==> src/rtl/lfsr_seq.sv <==
// lfsr_seq -- LFSR sequencer for the program-2 core.
//
// Owns the LFSR state and tap-pattern registers. Executes one command at a
// time over a ready/valid handshake: set seed, set taps, clear, and a
// multi-step shift. Each accepted command ends with a one-cycle Done pulse.
//
// Parameters:
//   WIDTH  LFSR width in bits (2..8)
//   CNT_W  width of the shift-count field taken from CmdData
//
// Ports:
//   Clk       in   clock, rising edge
//   Reset     in   synchronous, active-high reset
//   CmdValid  in   command presented
//   CmdOp     in   00 set seed, 01 set taps, 10 shift, 11 clear
//   CmdData   in   seed/taps in [WIDTH-1:0], shift count in [CNT_W-1:0]
//   CmdReady  out  sequencer idle and able to accept a command
//   State     out  current LFSR state
//   TapPtrn   out  current tap pattern
//   Busy      out  multi-step shift in progress
//   Done      out  one-cycle pulse when the accepted command completes
//   ZeroSeed  out  sticky zero-seed flag (only with LFSR_SEQ_ZERO_GUARD_EN)
//
// Build option:
//   LFSR_SEQ_ZERO_GUARD_EN  when defined, an all-zero seed loads 1 instead
//                           and sets the sticky ZeroSeed flag.

module lfsr_seq #(
  parameter int WIDTH = 7,
  parameter int CNT_W = 4
) (
  input  logic             Clk,
  input  logic             Reset,
  input  logic             CmdValid,
  input  logic [1:0]       CmdOp,
  input  logic [7:0]       CmdData,
  output logic             CmdReady,
  output logic [WIDTH-1:0] State,
  output logic [WIDTH-1:0] TapPtrn,
  output logic             Busy,
`ifdef LFSR_SEQ_ZERO_GUARD_EN
  output logic             ZeroSeed,
`endif
  output logic             Done
);

  typedef enum logic [1:0] {
    ST_IDLE  = 2'd0,
    ST_SHIFT = 2'd1,
    ST_DONE  = 2'd2
  } fsm_t;

  localparam logic [1:0] OP_SEED  = 2'b00;
  localparam logic [1:0] OP_TAPS  = 2'b01;
  localparam logic [1:0] OP_SHIFT = 2'b10;
  localparam logic [1:0] OP_CLEAR = 2'b11;

  fsm_t             fsm_reg;
  logic [WIDTH-1:0] state_reg;
  logic [WIDTH-1:0] tap_reg;
  logic [CNT_W-1:0] cnt_reg;
  logic             ready_reg;
  logic             busy_reg;
  logic             done_reg;
  logic             zero_seed_reg;

  logic [WIDTH-1:0] tap_hits;
  logic [WIDTH-1:0] step_next;
  logic [WIDTH-1:0] seed_next;
  logic             seed_is_zero;
  logic [CNT_W-1:0] count_in;
  logic             data_unused;

  // Per-bit tap products; their XOR is the feedback bit.
  genvar gi;
  generate
    for (gi = 0; gi < WIDTH; gi++) begin : g_tap
      assign tap_hits[gi] = state_reg[gi] & tap_reg[gi];
    end
  endgenerate

  assign step_next    = {state_reg[WIDTH-2:0], ^tap_hits};
  assign count_in     = CmdData[CNT_W-1:0];
  assign seed_is_zero = (CmdData[WIDTH-1:0] == '0);
  // Upper CmdData bits are don't-care for the narrower fields.
  assign data_unused  = ^CmdData;

`ifdef LFSR_SEQ_ZERO_GUARD_EN
  // A zero seed would lock the LFSR at zero; substitute 1 and flag it.
  assign seed_next = seed_is_zero ? {{(WIDTH-1){1'b0}}, 1'b1} : CmdData[WIDTH-1:0];
`else
  assign seed_next = CmdData[WIDTH-1:0];
`endif

  // Single FSM block; handshake/status outputs are registered alongside the
  // state so they always match the state the FSM is entering.
  always_ff @(posedge Clk) begin
    if (Reset) begin
      fsm_reg       <= ST_IDLE;
      state_reg     <= '0;
      tap_reg       <= '0;
      cnt_reg       <= '0;
      ready_reg     <= 1'b1;
      busy_reg      <= 1'b0;
      done_reg      <= 1'b0;
      zero_seed_reg <= 1'b0;
    end else begin
      case (fsm_reg)
        ST_IDLE: begin
          if (CmdValid) begin
            // Default outcome: complete in one cycle via DONE.
            fsm_reg   <= ST_DONE;
            ready_reg <= 1'b0;
            busy_reg  <= 1'b0;
            done_reg  <= 1'b1;
            case (CmdOp)
              OP_SEED: begin
                state_reg <= seed_next;
                if (seed_is_zero) zero_seed_reg <= 1'b1;
              end
              OP_TAPS: begin
                tap_reg <= CmdData[WIDTH-1:0];
              end
              OP_CLEAR: begin
                state_reg     <= '0;
                tap_reg       <= '0;
                zero_seed_reg <= 1'b0;
              end
              OP_SHIFT: begin
                if (count_in != '0) begin
                  cnt_reg  <= count_in;
                  fsm_reg  <= ST_SHIFT;
                  busy_reg <= 1'b1;
                  done_reg <= 1'b0;
                end
              end
              default: ;
            endcase
          end
        end
        ST_SHIFT: begin
          state_reg <= step_next;
          cnt_reg   <= cnt_reg - 1'b1;
          // Counter still holds the steps remaining including this one.
          if (cnt_reg == {{(CNT_W-1){1'b0}}, 1'b1}) begin
            fsm_reg  <= ST_DONE;
            busy_reg <= 1'b0;
            done_reg <= 1'b1;
          end
        end
        ST_DONE: begin
          fsm_reg   <= ST_IDLE;
          ready_reg <= 1'b1;
          done_reg  <= 1'b0;
        end
        default: begin
          fsm_reg   <= ST_IDLE;
          ready_reg <= 1'b1;
          busy_reg  <= 1'b0;
          done_reg  <= 1'b0;
        end
      endcase
    end
  end

  assign CmdReady = ready_reg;
  assign State    = state_reg;
  assign TapPtrn  = tap_reg;
  assign Busy     = busy_reg;
  assign Done     = done_reg;

`ifdef LFSR_SEQ_ZERO_GUARD_EN
  assign ZeroSeed = zero_seed_reg;
`else
  logic zero_seed_unused;
  assign zero_seed_unused = zero_seed_reg;
`endif

endmodule

==> config.mk <==
export PLATFORM = sky130hd
export DESIGN_NAME = lfsr_seq
export DESIGN_NICKNAME = d
export VERILOG_FILES = /design/src/rtl/lfsr_seq.sv
export SDC_FILE = /design/constraint.sdc
export NUM_CORES = 1
export LEC_CHECK = 0
export CAP_MARGIN = 10
export CORE_MARGIN = 8
export CORE_UTILIZATION = 48
export CTS_CLUSTER_DIAMETER = 60
export CTS_CLUSTER_SIZE = 8
export DETAILED_ROUTE_END_ITERATION = 12
export PLACE_DENSITY_LB_ADDON = 0.05
export SLEW_MARGIN = 40
export SYNTH_ARGS = -nofsm -noshare
export SYNTH_HDL_FRONTEND = slang
export SYNTH_SLANG_ARGS = --single-unit
==> constraint.sdc <==
create_clock -name Clk -period 1.95 [get_ports Clk]
set_input_delay 0.585 -clock Clk [delete_from_list [all_inputs] [get_ports Clk]]
set_output_delay 0.585 -clock Clk [all_outputs]
set_load 0.03 [all_outputs]
==> results_tabular.tex <==
\begin{tabular}{lr}
\hline
Metric & Value \\
\hline
\multicolumn{2}{l}{\textbf{Timing}} \\
\quad Final count of hold timing violations & 0 \\
\quad Relative slew margins & $\sim$73\% \\
\quad Worst Max-Slew Pin Slew & $\sim$0.4 ns \\
\quad Sum of negative setup slack & 0 ns \\
\quad Shortest clock period the worst path allows after layout & approximately 1.9 ns \\
\quad Setup skew after layout & $\sim$0.0063 ns \\
\quad Post-route worst hold slack & between 0.4 and 0.5 ns \\
\quad Post-route fraction of the period consumed by the critical path & 95.8\% \\
\quad Maximum clock frequency & $\sim$540 MHz \\
\quad Number of setup violations in the final report & 0 \\
\quad Unrepaired setup endpoints after global routing & no \\
\quad Final max-slew violation count & 0 \\
\multicolumn{2}{l}{\textbf{Floorplanning}} \\
\quad Num rows & 18 \\
\quad Total core area & about 2400 um\^{}2 \\
\quad Ports placed on the boundary & 30 \\
\quad Initial standard-cell utilization of the core & 49.0\% \\
\quad Area of the die & $\sim$4300 um\^{}2 \\
\quad Chip Width & 65.6 um \\
\quad Die height & between 60 and 70 um \\
\multicolumn{2}{l}{\textbf{Worst setup path}} \\
\quad Delay contributed by the slowest stage of the critical path & $\sim$0.52 ns \\
\quad Req. time, crit path & around 2.2 ns \\
\quad Crit-path slowest cell & or4\_4 \\
\quad Worst reg2reg path depth & 5 \\
\quad Nature of the critical path endpoint & flop \\
\quad CP cell instances & clkdlybuf4s50\_1, or4\_4, a31oi\_4, or2\_4, a21oi\_1, o32ai\_1 \\
\quad Worst R2R Start & State[5]\$\_SDFFE\_PP0P\_ \\
\quad WS Path Type & in -> reg \\
\quad FF-to-FF End & State[0]\$\_SDFFE\_PP0P\_ \\
\quad Critical path fanouts, max & 4 \\
\quad Critical path data arrival time & roughly 2.1 ns \\
\quad Slack of the worst reg-to-reg path & around 0.40 ns \\
\quad Crit start category & primary input \\
\multicolumn{2}{l}{\textbf{Synth}} \\
\quad Top cell type by total area after synthesis & dfxtp\_1 \\
\quad Number of enable flip-flop cells after synthesis & 0 \\
\quad Proportion of netlist area held by the largest area contributor & 37.3\% \\
\quad Sequential-to-total area share from yosys stat & a little under two fifths \\
\quad Number of synthesis warnings & 0 \\
\quad Post-Synthesis Mean Instance Area & between 8 and 9 um\^{}2 \\
\quad Number of unique standard cell types used by synthesis & 36 \\
\quad Number of nets produced by synthesis & about 160 \\
\quad Most instantiated flip-flop cell in the synthesis netlist & dfxtp\_1 \\
\quad Combined area of all synthesized cells & roughly 1200 um\^{}2 \\
\quad Number of storage elements in the synthesis netlist & 22 \\
\quad Instance count of the mapped netlist & $\sim$140 \\
\quad Dominant cells by area after synthesis & dfxtp\_1, nand2\_1, nand3\_1, a21oi\_1, a311oi\_1 \\
\quad Most frequently used cell type in the post-synthesis netlist & nand2\_1 \\
\quad Share of synthesized registers carrying an async set or reset & 0\% \\
\quad Most common library cells after synthesis & nand2\_1, dfxtp\_1, nand3\_1 \\
\multicolumn{2}{l}{\textbf{Cells and area}} \\
\quad Final layout net count & roughly 200 \\
\quad Finished Layout Cells & 215 \\
\quad Fraction of final layout cells with drive strength greater than 1 & between 10\% and 20\% \\
\quad Antenna Cells & 0 \\
\quad Post-Route Utilization & 68.4\% \\
\quad Number of fill cells & 220 \\
\quad Area of all placed cells without fillers & 1650 um\^{}2 \\
\quad Area growth from synthesis to layout & 39.5\% \\
\multicolumn{2}{l}{\textbf{CTS}} \\
\quad Hold buffers post-CTS & 0 \\
\quad Clock latency on the worst-skew pair & 0.30 ns \\
\quad CTS clk-pin slew, worst paths & 0.12 ns \\
\quad CTS max path bufs & 2 \\
\quad Cts bufs inserted & 3 \\
\quad H-tree depth reported by CTS & 1 \\
\quad Clk sink count & 22 \\
\quad CTS Root Buffer Type & clkbuf\_4 \\
\quad Clock tree from TritonCTS & yes \\
\multicolumn{2}{l}{\textbf{Detailed routing}} \\
\quad Total wirelength of the detailed-routed design & 3120 um \\
\quad Residual antenna-violating net count after detailed routing & 0 \\
\quad Iteration-0 DRC Markers & between 40 and 50 \\
\quad Vias per cell & around 5.4 \\
\quad Via count & about 1200 \\
\quad Routed WL per cell & roughly 14 um \\
\quad Router iterations before antenna repair & 4 \\
\quad Detailed-route DRC error count & 0 \\
\multicolumn{2}{l}{\textbf{Global route}} \\
\quad Number of global-route vias before repair & $\sim$1200 \\
\quad Wire length of the first global-routing pass & $\sim$5300 um \\
\quad Initial antenna violation count & 0 \\
\quad Global-route usage over all layers & $\sim$15\% \\
\quad Largest net degree at the start of global routing & 15 \\
\quad Total overflow reported by the global router & 0 \\
\multicolumn{2}{l}{\textbf{Power}} \\
\quad Net switching power & 337 uW \\
\quad Fraction of power consumed by the clock network & between 30\% and 40\% \\
\quad Total power density per cell area & between 700 and 800 nW/um\^{}2 \\
\quad Worst vdd ir & between 0.6 and 0.7 mV \\
\quad Leakage Power & $\sim$0.73 nW \\
\quad Sw Ratio & about 29\% \\
\quad Share of power burned in combinational logic & between 20\% and 30\% \\
\quad Portion of total power attributed to sequential cells & around 44\% \\
\quad Cell-internal power & about 800 uW \\
\multicolumn{2}{l}{\textbf{Worst hold path}} \\
\quad Cell depth of the worst min-delay path & 2 \\
\quad Class of the most critical hold timing path & reg -> reg \\
\quad Source of the worst hold timing path & cnt\_reg[1]\$\_SDFFE\_PP0P\_ \\
\quad Hold EP & cnt\_reg[1]\$\_SDFFE\_PP0P\_ \\
\multicolumn{2}{l}{\textbf{Run}} \\
\quad Max Cap Viol & 0 \\
\multicolumn{2}{l}{\textbf{Placed design}} \\
\quad Half-perimeter wire length after detailed placement & approximately 2400 um \\
\quad Post-place instance area & $\sim$1600 um\^{}2 \\
\quad Final estimated routing congestion in global placement & $\sim$0.86 \\
\quad Number of input and output port buffers inserted & 28 \\
\quad Number of cells in the design after placement & about 210 \\
\multicolumn{2}{l}{\textbf{Run status}} \\
\quad Outcome & complete, no violations \\
\hline
\end{tabular}
critical path, delay by kind of cell:
family,cells,cell delay (ns)
and+or+nand+nor,2,0.70
buffers and inverters,1,0.42
AOI/OAI and AO/OA,3,0.38
cell usage in the layout (no fill, tap or decap), types with 3 or more instances in the layout:
cell type,n
a21oi_1,14
a311oi_1,7
buf_4,18
clkbuf_4,3
clkdlybuf4s50_1,9
dfxtp_1,22
dlygate4sd2_1,14
dlymetal6s2s_1,5
inv_1,4
nand2_1,28
nand2b_1,3
nand3_1,15
nor2_1,10
routing by layer:
layer	GRT usage, %	routed length (um)	vias to the layer above
met5	0	0	-
met4	2.72	12	0
met3	2.89	189	2
met2	25.0	1460	28
met1	19.5	1450	553
li1	-	-	585
area by class of cell:
class | instances | area, um^2 | area share [%]
Tap cell | 30 | 37.5 | 2.28
Clock buffer | 3 | 22.5 | 1.37
Inverter | 4 | 15.0 | 0.911
Timing Repair Buffer | 47 | 430 | 26.1
Sequential cell | 22 | 440 | 26.7
Clock inverter | 1 | 30.0 | 1.82
Multi-Input combinational cell | 108 | 672 | 40.8
power by group through the flow:
stage / clock network (mW) / registers [mW] / logic (mW)
finish: 0.349 / 0.511 / 0.296
global route: 0.375 / 0.517 / 0.323
CTS: 0.356 / 0.511 / 0.292
detailed placement: 0 / 0.522 / 0.306
global placement: 0 / 0.520 / 0.300
floorplan: 0 / 0.565 / 0.126
kinds of logic after synthesis:
family	after synthesis	synth area share, %
buf+inv	12	6.46
mux	1	0.847
compound gates	31	19.1
fa+ha+maj	2	2.12
xor+xnor	5	6.04
simple gates	69	28.2
flops	22	37.3
worst max path at each step:
| stage | start | to | slack [ns] | cells past startpoint |
|---|---|---|---|---|
| floorplan | CmdData[1] | cnt_reg[2]$_SDFFE_PP0P_ | 0.23 | 5 |
| global placement | CmdData[3] | cnt_reg[1]$_SDFFE_PP0P_ | -0.28 | 6 |
| global route | CmdData[2] | cnt_reg[3]$_SDFFE_PP0P_ | 0.01 | 6 |
| detailed placement | CmdData[3] | cnt_reg[3]$_SDFFE_PP0P_ | -0.28 | 6 |
| finish | CmdData[2] | cnt_reg[3]$_SDFFE_PP0P_ | 0.08 | 6 |
| CTS | TapPtrn[5]$_SDFFE_PP0P_ | TapPtrn[5] | 0.002 | 1 |
through the flow:
step                      setup WS, ns  total power, mW
after detailed placement        -0.285            0.828
final                           0.0812             1.16
after floorplan                  0.233            0.691
after CTS                      0.00158             1.16
after global routing            0.0110             1.21
after global placement          -0.284            0.820
repair_timing:
action / CTS / global route
gates resized for setup: 14 / 7
pin swaps: 0 / 5
setup endpoints to repair: 14 / 7
buffers inserted: 0 / 2
Note: power is estimated with default switching activity, not from simulation.
